## config.mk

```make
export PLATFORM = sky130hd
export DESIGN_NAME = imm_gen_pipe
export DESIGN_NICKNAME = d
export VERILOG_FILES = /design/src/rtl/imm_pkg.sv /design/src/rtl/imm_extend.sv /design/src/rtl/imm_gen_pipe.sv
export SDC_FILE = /design/constraint.sdc
export NUM_CORES = 1
export LEC_CHECK = 0
export BUFFER_PORTS_ARGS = -buffer_cell sky130_fd_sc_hd__buf_2
export CORE_UTILIZATION = 35
export DETAILED_ROUTE_END_ITERATION = 10
export PLACE_DENSITY = 0.55
export SYNTH_ARGS = -nofsm -noshare
export SYNTH_HDL_FRONTEND = slang
export SYNTH_SLANG_ARGS = --single-unit
```

## constraint.sdc

```tcl
create_clock -name clk -period 5.5 [get_ports clk]
set_clock_uncertainty 0.15 [all_clocks]
set_input_delay 0.55 -clock clk [delete_from_list [all_inputs] [get_ports clk]]
set_output_delay 0.55 -clock clk [all_outputs]
set_load 0.05 [all_outputs]
```

## src/rtl/imm_pkg.sv

```systemverilog
// Shared type codes and constants for the pipelined immediate generator.
package imm_pkg;

  localparam int TYPE_W = 3;

  localparam logic [TYPE_W-1:0] IMM_I        = 3'd0;
  localparam logic [TYPE_W-1:0] IMM_I_SHIFT  = 3'd1;
  localparam logic [TYPE_W-1:0] IMM_S        = 3'd2;
  localparam logic [TYPE_W-1:0] IMM_B        = 3'd3;
  localparam logic [TYPE_W-1:0] IMM_J        = 3'd4;
  localparam logic [TYPE_W-1:0] IMM_U        = 3'd5;
  localparam logic [TYPE_W-1:0] IMM_CSR_ZIMM = 3'd6;
  localparam logic [TYPE_W-1:0] IMM_NONE     = 3'd7;

  localparam int PC_INC = 4;

endpackage

```

## src/rtl/imm_extend.sv

```systemverilog
// Combinational immediate extraction and XLEN sign/zero extension.
module imm_extend
  import imm_pkg::*;
#(
  parameter int XLEN = 32
) (
  input  logic [31:0]       instr,
  input  logic [TYPE_W-1:0] imm_type,
  output logic [XLEN-1:0]   imm,
  output logic              illegal
);

  logic s;
  assign s = instr[31];

  // Opcode bits never influence the immediate.
  logic unused_opcode;
  assign unused_opcode = ^instr[6:0];

  always_comb begin
    imm     = '0;
    illegal = 1'b0;
    case (imm_type)
      IMM_I:        imm = {{(XLEN-12){s}}, instr[31:20]};
      IMM_I_SHIFT:  imm = (XLEN == 64) ? {{(XLEN-6){1'b0}}, instr[25:20]}
                                       : {{(XLEN-5){1'b0}}, instr[24:20]};
      IMM_S:        imm = {{(XLEN-12){s}}, instr[31:25], instr[11:7]};
      IMM_B:        imm = {{(XLEN-12){s}}, instr[7], instr[30:25], instr[11:8], 1'b0};
      IMM_J:        imm = {{(XLEN-20){s}}, instr[19:12], instr[20], instr[30:21], 1'b0};
      // Bit 31 stays in place and also fills everything above it on RV64.
      IMM_U:        imm = {{(XLEN-31){s}}, instr[30:12], 12'd0};
      IMM_CSR_ZIMM: imm = {{(XLEN-5){1'b0}}, instr[19:15]};
      default:      illegal = 1'b1;
    endcase
  end

endmodule

```

## src/rtl/imm_gen_pipe.sv

```systemverilog
// Two-stage immediate generator: extend -> stage 1 -> adders -> stage 2 (optionally registered).
module imm_gen_pipe
  import imm_pkg::*;
#(
  parameter int XLEN    = 32,
  parameter bit OUT_REG = 1'b1
) (
  input  logic              clk,
  input  logic              rst,
  input  logic              flush,
  input  logic              in_valid,
  output logic              in_ready,
  input  logic [31:0]       in_instr,
  input  logic [TYPE_W-1:0] in_type,
  input  logic [XLEN-1:0]   in_pc,
  output logic              out_valid,
  input  logic              out_ready,
  output logic [XLEN-1:0]   out_imm,
  output logic [XLEN-1:0]   out_imm_m4,
  output logic [XLEN-1:0]   out_target,
  output logic [XLEN-1:0]   out_link,
  output logic              out_illegal
);

  // Handshake: a beat transfers on a rising edge where valid && ready are both high.
  // Once valid is raised its payload is held until it transfers; ready never
  // depends on the same-side valid. flush discards everything in flight and
  // also the input beat offered in that cycle.

  logic [XLEN-1:0] ext_imm;
  logic            ext_illegal;

  imm_extend #(.XLEN(XLEN)) u_extend (
    .instr    (in_instr),
    .imm_type (in_type),
    .imm      (ext_imm),
    .illegal  (ext_illegal)
  );

  logic            s1_valid;
  logic [XLEN-1:0] s1_imm;
  logic [XLEN-1:0] s1_pc;
  logic            s1_illegal;

  logic s1_adv;
  logic s2_adv;
  logic accept;

  assign s2_adv   = !out_valid || out_ready;
  assign s1_adv   = !s1_valid || s2_adv;
  assign in_ready = s1_adv;
  assign accept   = in_valid && in_ready && !flush;

  always_ff @(posedge clk or posedge rst) begin
    if (rst) begin
      s1_valid   <= 1'b0;
      s1_imm     <= '0;
      s1_pc      <= '0;
      s1_illegal <= 1'b0;
    end else begin
      if (flush)       s1_valid <= 1'b0;
      else if (s1_adv) s1_valid <= in_valid;
      if (accept) begin
        s1_imm     <= ext_imm;
        s1_pc      <= in_pc;
        s1_illegal <= ext_illegal;
      end
    end
  end

  logic [XLEN-1:0] s2_imm_m4;
  logic [XLEN-1:0] s2_target;
  logic [XLEN-1:0] s2_link;

  assign s2_imm_m4 = s1_imm + ({XLEN{1'b1}} << 2);
  assign s2_target = s1_pc + s1_imm;
  assign s2_link   = s1_pc + XLEN'(PC_INC);

  if (OUT_REG) begin : g_out_reg
    always_ff @(posedge clk or posedge rst) begin
      if (rst) begin
        out_valid   <= 1'b0;
        out_imm     <= '0;
        out_imm_m4  <= '0;
        out_target  <= '0;
        out_link    <= '0;
        out_illegal <= 1'b0;
      end else begin
        if (flush)       out_valid <= 1'b0;
        else if (s2_adv) out_valid <= s1_valid;
        // Only a real stage-1 entry overwrites data, so stalled outputs never glitch.
        if (s2_adv && s1_valid) begin
          out_imm     <= s1_imm;
          out_imm_m4  <= s2_imm_m4;
          out_target  <= s2_target;
          out_link    <= s2_link;
          out_illegal <= s1_illegal;
        end
      end
    end
  end else begin : g_out_comb
    assign out_valid   = s1_valid;
    assign out_imm     = s1_imm;
    assign out_imm_m4  = s2_imm_m4;
    assign out_target  = s2_target;
    assign out_link    = s2_link;
    assign out_illegal = s1_illegal;
  end

endmodule

```

==> run_results.csv, run 1 <==
group,metric,value,unit
cts,clk_pin_slew,0.07,ns
sta,timing.setup.tns,0,ns
place,port_buffers,195,
critical_path,critPathCaptureType,"flip-flop",
floorplanning,die_x,173,um
cts,cts_made_buffers,17,
route,viasPerCell,5.09,
global_routing,grt-ovfl-total,0,
sta,hold-worst-slack,0.0945,ns
place,place_hpwl,22600,um
sta,clock.fmax,0.325,GHz
floorplanning,floorplan.initialDensity,35.6,%
critical_path,cp_max_fo,6,
sta,post-route-period-util,56.0,%
global_routing,grt_usage,20.7,%
floorplanning,pin_count,203,
layout,drive_gt1_share,21.5,%
route,drt-wirelength-per-cell,18.2,um
power,ir_drop,0.175,mV
yosys,synth_nets,1244,
cts,cts.path.max_buffers,2,
yosys,ys_warn_count,0,
critical_path,cp.arrival,3.31,ns
sta,worstMarginPinSlew,0.920,ns
layout,seqCellArea,4850,um^2
cts,cts_sinks,194,
yosys,syn_area,10200,um^2
run_status,status,"finished, final reports clean",
power,cellLeakagePower,5.59,nW
layout,num-nets-final,1400,
cts,cts_setup_buffers,0,
cts,h-tree-depth,4,
yosys,synth_cell_types,65,
global_routing,antenna_found_initial,2,
floorplanning,core,28800,um^2
layout,num_antenna_cells,0,
layout,area_growth,18.3,%
floorplanning,core.rowCount,62,
yosys,synth_cells,1138,
power,p_clk_share,23.7,%
global_routing,grt_first_pass_wirelength,47900,um
yosys,synth_edf_count,0,
power,powerDensity,445,nW/um^2
cts,clk_latency,0.44,ns
global_routing,first_global_vias,8151,
place,gp_congestion,0.849,
power,combPwrFrac,39.0,%
route,drt-total-wl,30700,um
global_routing,grt_max_degree,125,
sta,setup_violations,0,
sta,layout_min_cycle_time,3.08,ns
cts,cts_tree,"built",
yosys,ys_ff_latch,194,
sta,relSlewSlack,38.6,%
route,drt_iter0_markers,437,
sta,finalHoldViolCount,0,
cts,cts_resized,0,
job,maxCapViolCount,0,
route,route.detailed.drc,0,
hold_path,hp-class,"in2async",
route,vias,8604,
sta,slew_violations,0,
sta,rsz0062_at_grt,"no",
yosys,synth_flop_cell,"dfrtp_1",
yosys,synth_async_sr_flop_share,100,%
power,p_int,2.96,mW
floorplanning,dieArea,30000,um^2
cts,cts-root-buf,"clkbuf_16",
power,seqPwrFrac,37.3,%
power,p_total,5.39,mW
floorplanning,dieHeight,173,um
route,final_antenna_net_count,0,
layout,multi_input_area,5070,um^2
yosys,synth_seq_area_share,47.4,%
critical_path,critPathRequiredTime,5.73,ns
cts,holdBufCountCts,0,
critical_path,start_kind,"flip-flop",
power,p_sw_share,45.0,%
layout,fillers,2912,
route,drtPass1Iterations,5,
critical_path,crit_type,"reg2reg",
power,p_switching,2.42,mW
yosys,avgSynthCellArea,9.00,um^2
==> power by group through the flow <==
stage / logic [mW] / registers, mW / clock network [mW]
2_1_floorplan: 0.805 / 2.75 / 0
3_3_place_gp: 2.09 / 2.04 / 0
3_5_place_dp: 2.10 / 2.04 / 0
4_1_cts: 2.11 / 2.02 / 1.32
5_1_grt: 2.26 / 2.06 / 1.37
6_report: 2.10 / 2.01 / 1.28
==> cell usage after synthesis, types with 3 or more instances <==
cell type	instances	area, um^2
clkbuf_1	55	206
nand3b_1	5	37.5
o21a_1	6	45.0
a21oi_1	68	340
or3_1	5	31.3
a211oi_1	3	22.5
nand2b_1	6	37.5
mux2i_1	3	30.0
or4_1	3	22.5
a21o_1	7	52.6
nand3_1	28	140
xor2_1	33	289
nor2_1	47	176
buf_1	5	18.8
nor4_2	3	37.5
o31ai_1	5	37.5
o311ai_0	3	26.3
a31oi_1	11	68.8
and4_1	3	26.3
mux2_2	33	372
nand4b_1	3	26.3
and3_1	5	31.3
nand4_1	15	93.8
inv_1	17	63.8
o21ai_1	17	85.1
dfrtp_1	194	4850
ha_1	33	413
nor3_1	21	105
o221ai_1	4	35.0
xnor2_1	36	315
and2_1	6	37.5
o2111ai_1	4	35.0
nor4_1	8	50.1
nor2b_1	6	37.5
o21ai_0	115	576
o211ai_1	8	60.1
nand2_1	274	1030
==> state kept, by name (all words and copies together) (netlist names) <==
| name | cells |
|---|---|
| out_link | 32 |
| s1_valid | 1 |
| s1_illegal | 1 |
| s1_imm | 32 |
| out_valid | 1 |
| out_illegal | 1 |
| out_target | 32 |
| s1_pc | 32 |
| out_imm | 32 |
| out_imm_m4 | 30 |
==> cell type report <==
type                       instances  share of cell area, %
timing repair buffer             203                   8.76
tap                              384                   3.97
clock inverter                    13                   1.27
multi-input combinational        861                   41.8
clock buffer                      19                   3.57
inverter                          17                  0.558
sequential                       194                   40.1
==> placed cells by master (no fill, tap or decap), drive strengths merged, types with 12 or more instances in the layout <==
master | Yosys | routed
dfrtp | 194 | 194
mux2 | 33 | 33
ha | 33 | 33
buf | 11 | 203
nor3 | 22 | 22
nor4 | 12 | 12
nand3 | 28 | 28
clkbuf | 55 | 19
nand4 | 15 | 15
xor2 | 33 | 33
nor2 | 47 | 47
nand2 | 274 | 274
a21oi | 68 | 68
xnor2 | 36 | 36
o21ai | 133 | 133
inv | 17 | 20
==> critical path: stages (launching register included) <==
cell,delay (ns)
dfrtp_1,0.52
ha_1,0.43
a21oi_1,0.39
o21ai_1,0.19
a2111oi_1,0.76
a211oi_1,0.27
nand4b_1,0.23
nand3_1,0.08
==> through the flow <==
step | area [um^2] | instances | setup WS (ns) | util (%)
floorplan | 10200 | 1138 | 2.30 | -
finish | 12100 | 1691 | 2.42 | 42.1
CTS | 12100 | 1691 | 2.44 | 42.1
detailed placement | 11500 | 1659 | 2.48 | 40.1
global placement | 11500 | 1659 | 2.46 | 40.1
global route | 12100 | 1691 | 2.28 | 42.1
==> metal layers <==
metal	wire length, um	global-route usage (%)	vias to the layer above
li1	-	-	4278
met1	14400	28.6	4112
met2	14300	32.8	181
met3	1550	4.44	29
met4	438	5.57	4
met5	22	0	-
==> cells by family (layout without fill, tap and decap cells) <==
group | count (synthesis) | in the layout | share of synthesized area (%)
DFF | 194 | 194 | 47.4
muxes | 36 | 36 | 3.92
and+or+nand+nor | 450 | 450 | 19.9
xor gates and xnor gates | 69 | 69 | 5.90
buffers and inverters | 83 | 252 | 3.29
adders and majority gates | 34 | 34 | 4.23
AOI/OAI and AO/OA | 272 | 272 | 15.4
==> path summary, 6_finish.rpt <==
check                                             endpoint  slack, ns  depth (start not counted)                     from
worst max-delay path            out_target[24]$_DFFE_PP0P_       2.42                          7   s1_imm[10]$_DFFE_PP0P_
worst min register to register     out_imm[24]$_DFFE_PP0P_       0.32                          2  out_imm[24]$_DFFE_PP0P_
max in group asynchronous       out_target[18]$_DFFE_PP0P_       4.29                          3                      rst
worst max register to register  out_target[24]$_DFFE_PP0P_       2.42                          7   s1_imm[10]$_DFFE_PP0P_
worst min-delay path               out_imm[14]$_DFFE_PP0P_       0.09                          3                      rst
min in group clk                     out_valid$_DFFE_PP0P_       0.13                          2                    flush
Note: power is estimated with default switching activity, not from simulation.
==> run 2: changes to the inputs <==
- clock period: 5.5 -> 2.8 ns (I/O delays scaled with it)
==> run 2 against run 1 <==
Against the previous run:
- final area is 8.3% higher
- non-clock buffer count is 104 higher
- register-to-register slack worse by 2.3 ns
- critical endpoint is now out_target[23]$_DFFE_PP0P_
- largest cell class unchanged
- largest power group unchanged
==> run_results.csv, run 2 (synthesis gave the netlist of run 1 again) <==
group,metric,value,unit
route,route.detailed.drc,0,
critical_path,cp-startpoint,"s1_imm[14]$_DFFE_PP0P_",
cts,clk_latency,0.46,ns
critical_path,crit_path_frequent_cell,"nor4_1",
route,drt_iter0_markers,508,
place,port_buffers,195,
layout,fillers,2863,
layout,drive_gt1_share,24.3,%
sta,layout_min_cycle_time,2.68,ns
sta,finalHoldViolCount,0,
global_routing,met2_usage,34.6,%
route,drt-wirelength-per-cell,17.7,um
layout,mostFrequentLayoutCells,"274 x nand2_1, 195 x buf_2, 194 x dfrtp_1",
sta,setup_violations,0,
sta,clock.fmax,0.374,GHz
route,vias,9134,
floorplanning,core,28800,um^2
layout,mostFrequentLayoutCell,"nand2_1",
global_routing,use_met3,3.67,%
cts,cts_tree,"built",
cts,cts_setup_buffers,0,
hold_path,hold_start,"in_instr[13]",
run_status,status,"finished, final reports clean",
route,final_antenna_net_count,0,
critical_path,cp.arrival,2.91,ns
global_routing,first_global_vias,8758,
place,pre_cts_ws,0.111,ns
critical_path,r2r_cells,7,
floorplanning,dieArea,30000,um^2
critical_path,critPathCaptureType,"flip-flop",
global_routing,use_met1,29.8,%
sta,post-route-period-util,95.5,%
place,place_hpwl,23900,um
sta,slew_violations,0,
hold_path,hp-class,"in2reg",
cts,cts_made_buffers,17,
power,ir_drop,0.431,mV
global_routing,grt_max_degree,70,
layout,layoutNonFillerInstCount,1795,
critical_path,path_cells,"ha_1, nand2_1, nor4_1, o211ai_1, and3b_1, nor4_1, a211o_1",
global_routing,top_usage_layer,"met2",
sta,worstMarginPinSlew,0.839,ns
route,drt-total-wl,31800,um
hold_path,holdPathStages,3,
critical_path,critPathSlowestCell,"dfrtp_1",
global_routing,grt_first_pass_wirelength,50000,um
route,drtPass1Iterations,5,
floorplanning,pin_count,203,
place,gp_congestion,0.866,
floorplanning,floorplan.initialDensity,35.6,%
job,maxCapViolCount,0,
floorplanning,dieHeight,173,um
layout,num-nets-final,1504,
global_routing,antenna_found_initial,0,
layout,area_growth,28.1,%
critical_path,cp_slowest_stage_delay,0.51,ns
cts,h-tree-depth,4,
place,dp_cells,1718,
critical_path,crit_type,"reg2reg",
layout,num_antenna_cells,0,
power,cellLeakagePower,6.13,nW
critical_path,rr_startpoint,"s1_imm[14]$_DFFE_PP0P_",
sta,relSlewSlack,44.0,%
cts,cts-root-buf,"clkbuf_16",
global_routing,grt-ovfl-total,0,
sta,rsz0062_at_grt,"no",
cts,cts_sinks,194,
critical_path,cp_max_fo,7,
cts,clk_pin_slew,0.08,ns
critical_path,start_kind,"flip-flop",
floorplanning,die_x,173,um
cts,cts.path.max_buffers,2,
sta,finalWorstSetupSlack,0.125,ns
critical_path,critPathRequiredTime,3.03,ns
sta,timing.setup.tns,0,ns
sta,hold-worst-slack,0.0120,ns
layout,utilization,45.6,%
power,powerDensity,829,nW/um^2
route,viasPerCell,5.09,
floorplanning,core.rowCount,62,
global_routing,grt_usage,21.5,%
run 2: cell types whose count changed in the layout (fill, tap and decap cells not counted), moves of 2 or more:
cell	before	now
clkinvlp_4	7	1
buf_12	2	7
buf_4	6	60
dlygate4sd3_1	0	45
clkinv_4	1	3
clkinv_8	0	7
bufinv_16	2	0
inv_12	0	3
clkbuf_1	2	0
inv_8	2	0
run 2: path summary, 6_finish.rpt:
path,end,slack [ns]
worst max-delay path,out_target[23]$_DFFE_PP0P_,0.12
worst min-delay path,s1_imm[13]$_DFFE_PP0P_,0.01
worst max register to register,out_target[23]$_DFFE_PP0P_,0.12
worst min register to register,out_target[29]$_DFFE_PP0P_,0.32
max in group asynchronous,s1_pc[16]$_DFFE_PP0P_,1.48
min in group asynchronous,out_imm[16]$_DFFE_PP0P_,0.26
run 2: report_power, final:
part	leakage [nW]	total [mW]	internal, mW	switching [mW]
sequential	2.43	3.85	3.38	0.475
combinational	3.39	4.48	1.31	3.17
clock	0.301	2.55	1.24	1.31
total	6.13	10.9	5.92	4.96
run 2: through the flow:
step / power, mW / instance area [um^2]
after floorplan: 6.97 / 10200
after global placement: 8.30 / 12000
after detailed placement: 8.34 / 12000
after CTS: 11.0 / 13100
after global routing: 11.5 / 13100
final: 10.9 / 13100
run 2: worst max-delay path: cells and delay by family, from the launching register on:
| family | cells | cell delay, ns |
|---|---|---|
| fa+ha+maj | 1 | 0.49 |
| flops | 1 | 0.51 |
| simple gates | 4 | 1.14 |
| compound gates | 2 | 0.31 |
run 2: routing by layer:
metal / vias up / routed length (um)
met5: - / 0
met4: 0 / 614
met3: 31 / 1280
met2: 233 / 14900
met1: 4388 / 14900
li1: 4482 / -
run 2: what timing repair did:
action                     in CTS  in global routing
hold buffers                   45                  0
hold endpoints to repair       59                  0
resized for setup               0                  2
setup endpoints to repair       0                  6
run 2: cell type report:
type                            instances  area [um^2]  area share [%]
Sequential cell                       194         4850            37.0
Inverter                               17         67.6           0.515
Timing Repair Buffer                  307         2020            15.4
Tap cell                              384          480            3.66
Clock buffer                           17          425            3.24
Multi-Input combinational cell        861         5070            38.6
Clock inverter                         15          206            1.57
